$ cat src/rtl/main_mem_responder.sv
// -----------------------------------------------------------------------------
// main_mem_responder
//   Slow backing-store model on the miss/refill side of direct_cmem. Serves
//   single-word reads (line refill) and writes (write-through), one request
//   in flight at a time. Every request spends a fixed LAT-cycle access window
//   before its response is presented and held until taken.
//
// Parameters
//   ADDR_W  word address width; the array holds 2**ADDR_W words
//   DATA_W  data word width
//   LAT     access wait cycles between accept and response (0 allowed)
//
// Ports
//   clk         in   rising-edge clock
//   rst         in   synchronous, active-low reset
//   req_valid   in   request present
//   req_ready   out  request can be accepted (high only in IDLE)
//   req_we      in   1 = write, 0 = read; sampled at accept
//   req_addr    in   word address; sampled at accept
//   req_wdata   in   write data; sampled at accept
//   resp_valid  out  response present; held until taken
//   resp_ready  in   requester takes the response
//   resp_rdata  out  read: array word; write: the data written
//   resp_we     out  req_we of the response being presented
//
// Optional feature (macro MAIN_MEM_STATS_EN)
//   rd_count    out  16-bit count of committed reads (wraps)
//   wr_count    out  16-bit count of committed writes (wraps)
// -----------------------------------------------------------------------------
module main_mem_responder #(
    parameter int ADDR_W = 6,
    parameter int DATA_W = 8,
    parameter int LAT    = 4
) (
    input  logic              clk,
    input  logic              rst,
    input  logic              req_valid,
    output logic              req_ready,
    input  logic              req_we,
    input  logic [ADDR_W-1:0] req_addr,
    input  logic [DATA_W-1:0] req_wdata,
    output logic              resp_valid,
    input  logic              resp_ready,
    output logic [DATA_W-1:0] resp_rdata,
    output logic              resp_we
`ifdef MAIN_MEM_STATS_EN
    ,
    output logic [15:0]       rd_count,
    output logic [15:0]       wr_count
`endif
);

    localparam int DEPTH = 1 << ADDR_W;
    localparam int CNT_W = (LAT > 1) ? $clog2(LAT) : 1;
    localparam logic [CNT_W-1:0] CNT_INIT = (LAT > 0) ? CNT_W'(LAT - 1) : '0;

    typedef enum logic [1:0] {
        S_IDLE,
        S_WAIT,
        S_RESP
    } state_t;

    state_t            state;
    logic [CNT_W-1:0]  cnt;
    logic              lat_we;
    logic [ADDR_W-1:0] lat_addr;
    logic [DATA_W-1:0] lat_wdata;
    logic [DATA_W-1:0] mem [DEPTH];

    logic              accept;
    logic              commit;
    logic              c_we;
    logic [ADDR_W-1:0] c_addr;
    logic [DATA_W-1:0] c_wdata;

    assign accept = req_valid && req_ready;

    // The commit edge is the one leaving for RESP. With LAT=0 that is the
    // accept edge itself, so the request fields are used straight from the
    // ports instead of the latched copies.
    always_comb begin
        // NOTE: every always_comb output gets a default first so no path
        // leaves it unassigned, which would otherwise infer a latch.
        commit  = 1'b0;
        c_we    = lat_we;
        c_addr  = lat_addr;
        c_wdata = lat_wdata;
        if (state == S_IDLE) begin
            c_we    = req_we;
            c_addr  = req_addr;
            c_wdata = req_wdata;
            commit  = accept && (LAT == 0);
        end else if (state == S_WAIT) begin
            commit  = (cnt == '0);
        end
    end

    // Control FSM with registered handshake outputs.
    always_ff @(posedge clk) begin
        // NOTE: sequential state uses non-blocking assignments only, so every
        // register samples the pre-edge values regardless of statement order.
        if (!rst) begin
            state      <= S_IDLE;
            cnt        <= '0;
            req_ready  <= 1'b1;
            resp_valid <= 1'b0;
            resp_rdata <= '0;
            resp_we    <= 1'b0;
            lat_we     <= 1'b0;
            lat_addr   <= '0;
            lat_wdata  <= '0;
        end else begin
            case (state)
                S_IDLE: begin
                    if (accept) begin
                        lat_we    <= req_we;
                        lat_addr  <= req_addr;
                        lat_wdata <= req_wdata;
                        req_ready <= 1'b0;
                        if (LAT == 0) begin
                            state      <= S_RESP;
                            resp_valid <= 1'b1;
                        end else begin
                            state <= S_WAIT;
                            cnt   <= CNT_INIT;
                        end
                    end
                end
                S_WAIT: begin
                    if (cnt != '0) begin
                        cnt <= cnt - 1'b1;
                    end else begin
                        state      <= S_RESP;
                        resp_valid <= 1'b1;
                    end
                end
                S_RESP: begin
                    // req_ready only rises here, so a new request can be
                    // accepted on the edge after the handshake, never on it.
                    if (resp_ready) begin
                        state      <= S_IDLE;
                        resp_valid <= 1'b0;
                        req_ready  <= 1'b1;
                    end
                end
                default: begin
                    state <= S_IDLE;
                end
            endcase

            if (commit) begin
                resp_we    <= c_we;
                resp_rdata <= c_we ? c_wdata : mem[c_addr];
            end
        end
    end

    // Storage array. Writes land only at the commit edge, so a reset during
    // WAIT drops an uncommitted write.
    always_ff @(posedge clk) begin
        // NOTE: this array is register-based and cleared word by word on
        // reset; a RAM macro could not be reset this way.
        if (!rst) begin
            for (int i = 0; i < DEPTH; i++) begin
                mem[i] <= '0;
            end
        end else if (commit && c_we) begin
            mem[c_addr] <= c_wdata;
        end
    end

`ifdef MAIN_MEM_STATS_EN
    // Counters advance only at commit, so abandoned transactions are not seen.
    always_ff @(posedge clk) begin
        if (!rst) begin
            rd_count <= '0;
            wr_count <= '0;
        end else if (commit) begin
            if (c_we) begin
                wr_count <= wr_count + 16'd1;
            end else begin
                rd_count <= rd_count + 16'd1;
            end
        end
    end
`endif

endmodule
$ cat config.mk
export PLATFORM = sky130hd
export DESIGN_NAME = main_mem_responder
export DESIGN_NICKNAME = d
export VERILOG_FILES = /design/src/rtl/main_mem_responder.sv
export SDC_FILE = /design/constraint.sdc
export NUM_CORES = 1
export LEC_CHECK = 0
export ABC_AREA = 1
export BUFFER_PORTS_ARGS = -buffer_cell sky130_fd_sc_hd__buf_4
export CAP_MARGIN = 20
export CORE_ASPECT_RATIO = 0.5
export CORE_MARGIN = 3
export CORE_UTILIZATION = 48
export DETAILED_ROUTE_END_ITERATION = 8
export PLACE_DENSITY = 0.69
export SETUP_SLACK_MARGIN = 0.1
export SYNTH_ARGS = -nofsm -noshare
export SYNTH_HDL_FRONTEND = slang
export SYNTH_SLANG_ARGS = --single-unit
export TNS_END_PERCENT = 100
$ cat constraint.sdc
create_clock -name clk -period 5.2 [get_ports clk]
set_clock_uncertainty 0.2 [all_clocks]
set_input_delay 1.04 -clock clk [delete_from_list [all_inputs] [get_ports clk]]
set_output_delay 1.04 -clock clk [all_outputs]
set_load 0.01 [all_outputs]
# After elaboration in Yosys (flattened, before gate mapping)
# Memory sizes are Yosys's and may differ from the RTL's. A register that Yosys moved wholly into a read port is not among the register bits.
# Cells that the tools add are included.
# Widths: inputs -> output; s select.
# totals
reg_bits	22
mem_bits_rw	512
output_inout_bits	11
memories	1
# classes
add_sub_neg	1
eq_ne	6
muxes	25
n_reduce_logical	15
# mem_list
name	depth	width	read_ports	rd_clocked_by_memory_dff	write_ports	line	text
mem	64	8	1	1	64	68	logic [DATA_W-1:0] mem [DEPTH];
# ops
cell	count
$mux 8	2
$mux 1	12
$mux 6	2
$reduce_and 3->1	4
$mux 2	5
$reduce_bool 2->1	4
$reduce_or 8->1	1
$ne 2x2->1 const B	3
$pmux 2 s3	1
$logic_not 2->1	2
$pmux 1 s2	2
$pmux 2 s2	1
$eq 2x1->1 const B	1
$eq 2x2->1 const B	1
$logic_and 1x1->1	2
$ne 2x1->1 const B	1
$reduce_and 2->1	1
$sub 2x1->2 const B	1
$logic_not 1->1	1

# Depth between registers and ports, before layout
# Gate-level depths: netlist of run 1.
# logic_depth
word_depth	9
depth_mapped	18

# Worst setup path before layout of run 1
# Ideal clock, no wire load.
# synth_path
kind	in2reg
start	in req_addr[0]
end	mem mem[0][0] (enable)
setup_ps	329
t_arrival_ps	2712
required_ps	4671
path_slack_ps	1959
path_stages	7
path_buffers	2
cell_sequence	nand2_1 > nand2_1 > buf_2 > buf_1 > nor4_4 > nand2_2 > nand2_1
# synth_lines
element	line	text
start, declared	40	input logic [ADDR_W-1:0] req_addr,
end, declared	68	

==> results.json, run 1 <==
{
  "clk_path_buf_depth": 3,
  "tritoncts": "built",
  "worst_ep_required_time_ns": 5.25,
  "synth_area_per_cell_um2": 8.58,
  "worst_pin_slew_ns": 1.15,
  "rr_worst_depth": 8,
  "ys_seq_area_share_pct": 61.6,
  "period_share_pct": 82.5,
  "postRouteWirelength_um": 70500,
  "die_h_um": 170,
  "layout.nets": 2987,
  "multi_input_area_um2": 9130,
  "setup_viol": 0,
  "cts-buffers-inserted": 50,
  "cap_violations": 0,
  "dieArea_um2": 57100,
  "portBuffers": 29,
  "drt_iter0_drc": 2292,
  "hold_depth": 2,
  "grt_pass1_vias": 19000,
  "r2r-end": "mem[8][7]",
  "rrSetupSlack_ns": 0.91,
  "grt_antenna_before_repair": 0,
  "path_delay_family": "simple AND/OR/NAND/NOR gates",
  "place_inst": 3616,
  "postRouteAntennaNets": 0,
  "path_cells": "inv_1, nand2_1, nand2_4, nand2_4, nor4_4, buf_6, nand2_2, nand2_1",
  "seq_area_um2": 16000,
  "cts_setup_buffers": 0,
  "fmax_mhz": 233,
  "core_um2": 52700,
  "io_pins": 30,
  "drtPass1Iterations": 5,
  "ctsHoldBuffers": 0,
  "cts.sinks": 542,
  "total_leakage_power_nw": 12.7,
  "start_util_pct": 49.2,
  "finalHoldViolations": 0,
  "hold_start": "lat_wdata[1]",
  "vias_per_cell": 5.47,
  "num_rows": 59,
  "slew_headroom_pct": 23.7,
  "critPathBufInv": 2,
  "drc_errors": 0,
  "fin_cells": 3705,
  "hp-class": "register to register",
  "cts_root_buf": "clkbuf_16",
  "ys_seq_elements": 542,
  "gp_congestion": 0.840,
  "min_to": "lat_wdata[1]",
  "cpMaxStageDelayCell": "nor4_4",
  "fillers": 4657,
  "crit_fanout": 52,
  "routedWlPerCell_um": 19.0,
  "htree_levels": 2,
  "ir_worst_vdd_mv": 0.280,
  "diodes": 0,
  "die_w_um": 335,
  "vias": 20300,
  "r2r_start": "state[0]",
  "cp-end-kind": "register",
  "synth_cell_types": 25,
  "synth_area_um2": 25900,
  "area_delta_synth_final_pct": 10.0,
  "synthesis.nets": 3043,
  "path_clk_slew_ns": 0.06,
  "run_status": "complete, no violations",
  "dpl.hpwl_um": 42500,
  "grt_usage_pct": 24.3,
  "syn_inst": 3023,
  "startpoint_type": "register",
  "total_power_mw": 10.8,
  "grt-ovfl-total": 0,
  "finalCriticalPeriod_ns": 4.29,
  "fin_ws_ns": 0.908,
  "setup_tns_ns": 0,
  "rsz0062_at_grt": "no",
  "drive_gt1_share_pct": 8.06,
  "path_class": "register to register",
  "slowest_delay_ns": 0.99,
  "place_ws_ns": 0.924,
  "grt_pass1_wl_um": 107000,
  "p_per_area_nw_per_um2": 379,
  "grt_max_degree": 66,
  "crit_arrival_ns": 4.34,
  "drv_slew": 0,
  "yosys_warnings": 0,
  "postCtsResizedCells": 0,
  "clock_latency_ns": 0.58
}
cell type report:
class | instances | share of cell area [%]
clock inverters | 28 | 0.885
clock buffers | 61 | 4.75
multi-input cells | 2222 | 32.0
flip-flops and latches | 542 | 56.0
well taps | 701 | 3.07
inverters | 64 | 0.841
repair buffers | 87 | 2.52
logic make-up after synthesis:
logic type / Yosys count / share of synthesized area, %
adders and majority gates: 1 / 0.0482
AOI/OAI and AO/OA: 71 / 1.38
and+or+nand+nor: 2149 / 33.1
DFF: 542 / 61.6
muxes: 1 / 0.0386
buffers and inverters: 259 / 3.82
per-layer routing:
| metal | global-route usage [%] | share of wire, % | vias up |
|---|---|---|---|
| met3 | 5.45 | 11 | 137 |
| met1 | 34.1 | 42 | 9548 |
| li1 | - | - | 9602 |
| met5 | 0 | 0 | - |
| met2 | 38.1 | 44 | 984 |
| met4 | 7.46 | 2.8 | 0 |
Yosys cell counts:
cell      instances  area share [%]
a211oi_1          1           0.029
a21oi_1          37            0.71
a31oi_1           1           0.024
buf_1            23            0.33
buf_2            15            0.29
clkbuf_1        157             2.3
clkinv_1          2           0.029
dfxtp_1          30             2.3
edfxtp_1        512              59
ha_1              1           0.048
inv_1            61            0.88
inv_2             1           0.014
mux2i_1           1           0.039
nand2_1        1328              19
nand2_2          54             1.3
nand3_1         200             3.9
nor2_1          551             8.0
nor2_2            1           0.024
nor3_1            2           0.039
nor3_2            3            0.12
nor3_4            1           0.063
nor4_4            6            0.49
o21ai_0          30            0.58
o21ai_1           2           0.039
or2_2             3           0.072
layout by cell type, fill, tap and decap left out, types with 8 or more instances in the layout:
| cell | n |
|---|---|
| a21oi_1 | 37 |
| nor2_1 | 551 |
| clkinv_2 | 9 |
| o21ai_0 | 22 |
| edfxtp_1 | 512 |
| dfxtp_1 | 30 |
| clkbuf_16 | 53 |
| clkbuf_1 | 8 |
| nand3_1 | 200 |
| buf_4 | 81 |
| nand2_1 | 1319 |
| inv_1 | 61 |
| clkinv_1 | 15 |
| nand2_2 | 58 |
| o21ai_4 | 9 |
sequential cells by signal, indices dropped and copies added (netlist names):
| name | count |
|---|---|
| state | 2 |
| lat_we | 1 |
| resp_rdata | 8 |
| resp_valid | 1 |
| cnt | 2 |
| resp_we | 1 |
| lat_wdata | 8 |
| req_ready | 1 |
| mem | 512 |
| lat_addr | 6 |
power by group:
group	leakage, nW	switching, mW	internal, mW
Combinational	6.42	1.66	0.456
Sequential	5.53	0.0525	4.92
Clock	0.793	1.62	2.09
worst max-delay path by stage:
stage,to,slack [ns],cells after the start,start
4_1_cts,mem[8][7],1.01,8,state[0]
3_3_place_gp,mem[48][7],0.69,6,req_addr[0]
2_1_floorplan,mem[0][0],1.96,7,req_addr[0]
6_report,mem[8][7],0.91,8,state[0]
5_1_grt,mem[32][0],0.72,8,state[0]
3_5_place_dp,mem[8][2],0.92,7,req_addr[0]
worst min-delay path: stages, from the launching register on:
cell,delay (ns)
dfxtp_1,0.30
inv_1,0.06
a21oi_1,0.05
stage by stage:
step | cell area, um2 | util [%] | hold WS (ns)
6_report | 28600 | 54.2 | 0.252
5_1_grt | 28600 | 54.2 | 0.279
4_1_cts | 28600 | 54.2 | 0.254
3_5_place_dp | 26900 | 51.1 | 0.245
3_3_place_gp | 26900 | 51.1 | 0.239
2_1_floorplan | 25900 | - | 0.230
Power figures use the tool's default switching activity.
==> inputs of run 2 (changes only) <==
ABC_AREA = 0   (was 1)
clock period = 4 ns   (was 5.2 ns; I/O delays follow)
==> run 2 against run 1 <==
Flip-flop and latch count is the same. Total power grew 20%. Critical path type unchanged. Non-clock buffer count grew 119. Critical path depth grew 2. Core utilization grew 2.4 points. First-iteration DRC count grew 57%. Synthesized cell count shrank 31%. Sequential power grew 31%. Register-to-register slack lost 0.67 ns. Hold slack gained 0.026 ns.
==> results.json, run 2 <==
{
  "syn_inst": 2075,
  "cpMostUsedCell": "buf_4",
  "layout.nets": 2192,
  "vias": 18600,
  "cpMaxStageDelayCell": "nor4bb_1",
  "path_delay_family": "compound AO/OA/AOI/OAI gates",
  "place_ws_ns": -0.0321,
  "period_share_pct": 94.0,
  "finalCriticalPeriod_ns": 3.76,
  "dpl.hpwl_um": 56100,
  "cap_violations": 0,
  "startpoint_type": "register",
  "path_depth": 10,
  "slew_headroom_pct": 30.7,
  "final_common_cell": "nor2_1",
  "largest_reg_flops": 512,
  "drive_gt1_share_pct": 15.9,
  "reg_top3": "mem (512), lat_wdata (8), resp_rdata (8)",
  "area_delta_synth_final_pct": 15.1,
  "die_w_um": 323,
  "clk_path_buf_depth": 3,
  "path_cells": "buf_4, o21bai_2, o22a_1, buf_4, buf_4, a21oi_1, nor4bb_1, o2111ai_1, o41ai_1, nand3_1",
  "path_class": "register to register",
  "ys_seq_elements": 542,
  "routedWlPerCell_um": 29.1,
  "synthesis.nets": 2095,
  "synthDominantCellAreaShare_pct": 63.6,
  "postRouteWirelength_um": 83300,
  "hold_depth": 2,
  "setup_viol": 0,
  "fillers": 4000,
  "critPathBufInv": 3,
  "drc_errors": 0,
  "drt_iter0_drc": 3592,
  "worst_ep_required_time_ns": 4.25,
  "yosysMostFrequentCell": "nor2_1",
  "largest_register": "mem",
  "grt_pass1_wl_um": 120000,
  "finalHoldViolations": 0,
  "synth_area_um2": 24200,
  "design_area_um2": 27800,
  "total_leakage_power_nw": 10.1,
  "yosys.area.top_type": "edfxtp_1",
  "slowest_delay_ns": 0.58,
  "synth_cell_types": 76,
  "dpl_cell_area_um2": 26300,
  "io_pins": 30,
  "vias_per_cell": 6.50,
  "tritoncts": "built",
  "rsz0062_at_grt": "no",
  "crit_fanout": 14,
  "core_um2": 49100,
  "grt-ovfl-total": 0,
  "postRouteAntennaNets": 0,
  "hp-class": "register to register",
  "drv_slew": 0,
  "most-common-layout-cells": "nor2_1 (540), edfxtp_1 (512), nand2_1 (207), buf_4 (184), a21oi_1 (81)",
  "synth_edf_count": 512,
  "cp-end-kind": "register",
  "yosys_warnings": 0,
  "worst_pin_slew_ns": 1.04,
  "cts_root_buf": "clkbuf_16",
  "synth_flop_cell": "edfxtp_1",
  "grt_antenna_before_repair": 2,
  "grt_usage_pct": 31.2,
  "synth_area_per_cell_um2": 11.7,
  "ys_seq_area_share_pct": 66.1,
  "num_rows": 57,
  "async_flop_share_pct": 0,
  "grt_pass1_vias": 17300,
  "htree_levels": 2,
  "fin_ws_ns": 0.239,
  "die_h_um": 165,
  "gp_congestion": 1.00,
  "synth_area_leaders": "edfxtp_1 (64%), nor2_1 (8.4%), nand2_1 (3.2%)",
  "timing.hold.ws_ns": 0.278,
  "cts-buffers-inserted": 48,
  "rr_worst_depth": 10,
  "run_status": "complete, no violations",
  "dieArea_um2": 53300,
  "drtPass1Iterations": 8,
  "cts.sinks": 542,
  "ir_worst_vdd_mv": 0.307,
  "synth_common_cells": "nor2_1 (541), edfxtp_1 (512), nand2_1 (207), clkbuf_1 (110), a21oi_1 (81)",
  "portBuffers": 29,
  "crit_arrival_ns": 4.01,
  "setup_tns_ns": 0,
  "path_clk_slew_ns": 0.07,
  "start_util_pct": 49.2,
  "clock_latency_ns": 0.59,
  "diodes": 0,
  "fmax_mhz": 266,
  "p_per_area_nw_per_um2": 467,
  "cts_setup_buffers": 0,
  "grt_max_degree": 66
}
## run 2: cell count changes after synthesis, moves of 44 or more
cell | before | now
nand2_1 | 1328 | 207
nand2_2 | 54 | 1
inv_1 | 61 | 11
a21oi_1 | 37 | 81
nand3_1 | 200 | 47
mux2i_1 | 1 | 73
clkbuf_1 | 157 | 110
## run 2: layout make-up
type / instances / area, um2 / share of cell area [%]
well taps: 649 / 812 / 2.92
repair buffers: 206 / 1820 / 6.54
clock inverters: 29 / 223 / 0.801
multi-input cells: 1363 / 7680 / 27.6
inverters: 11 / 41.3 / 0.148
clock buffers: 59 / 1260 / 4.54
flip-flops and latches: 542 / 16000 / 57.4
## run 2: cell families (layout without fill, tap and decap cells)
logic type,Yosys count,count (layout),synth area share [%]
flops,542,542,66.1
buf+inv,170,305,3.03
simple gates,870,870,15.2
fa+ha+maj,1,1,0.0517
mux,94,94,4.00
compound gates,398,398,11.7
## run 2: per-layer routing
metal,track usage [%],part of all wire (%)
met1,44.7,38
met2,46.1,43
met3,9.26,15
met4,8.93,3.5
met5,0,0.050
## run 2: final timing paths
kind                                       to  slack (ns)      from
worst min-delay path                  resp_we        0.28   resp_we
worst min register to register        resp_we        0.28   resp_we
worst max-delay path            resp_rdata[6]        0.24  state[1]
worst max register to register  resp_rdata[6]        0.24  state[1]
## run 2: stage by stage
stage          power (mW)  instances  util [%]
6_report             13.0       2859      56.6
5_1_grt              13.3       2859      56.6
4_1_cts              12.9       2857      56.5
3_5_place_dp         8.46       2769      53.5
3_3_place_gp         8.44       2769      53.5
2_1_floorplan        7.54       2075         -
## run 2: worst min-delay path: cells and delay by family (launching register included)
family           cells  cell delay [ns]
and+or+nand+nor      2             0.10
DFF                  1             0.33
## run 2: repair_timing
| item | in CTS | in global routing |
|---|---|---|
| hold buffers | 0 | 0 |
| endpoints found under the setup margin | 0 | 1 |
| hold endpoints to repair | 0 | 0 |
| resized for setup | 0 | 1 |
## run 2: report_power, final
part	switching (mW)	leakage (nW)	total, mW	internal [mW]
registers	0.110	5.53	6.50	6.39
logic	1.35	3.86	1.92	0.571
clock network	2.13	0.715	4.58	2.45
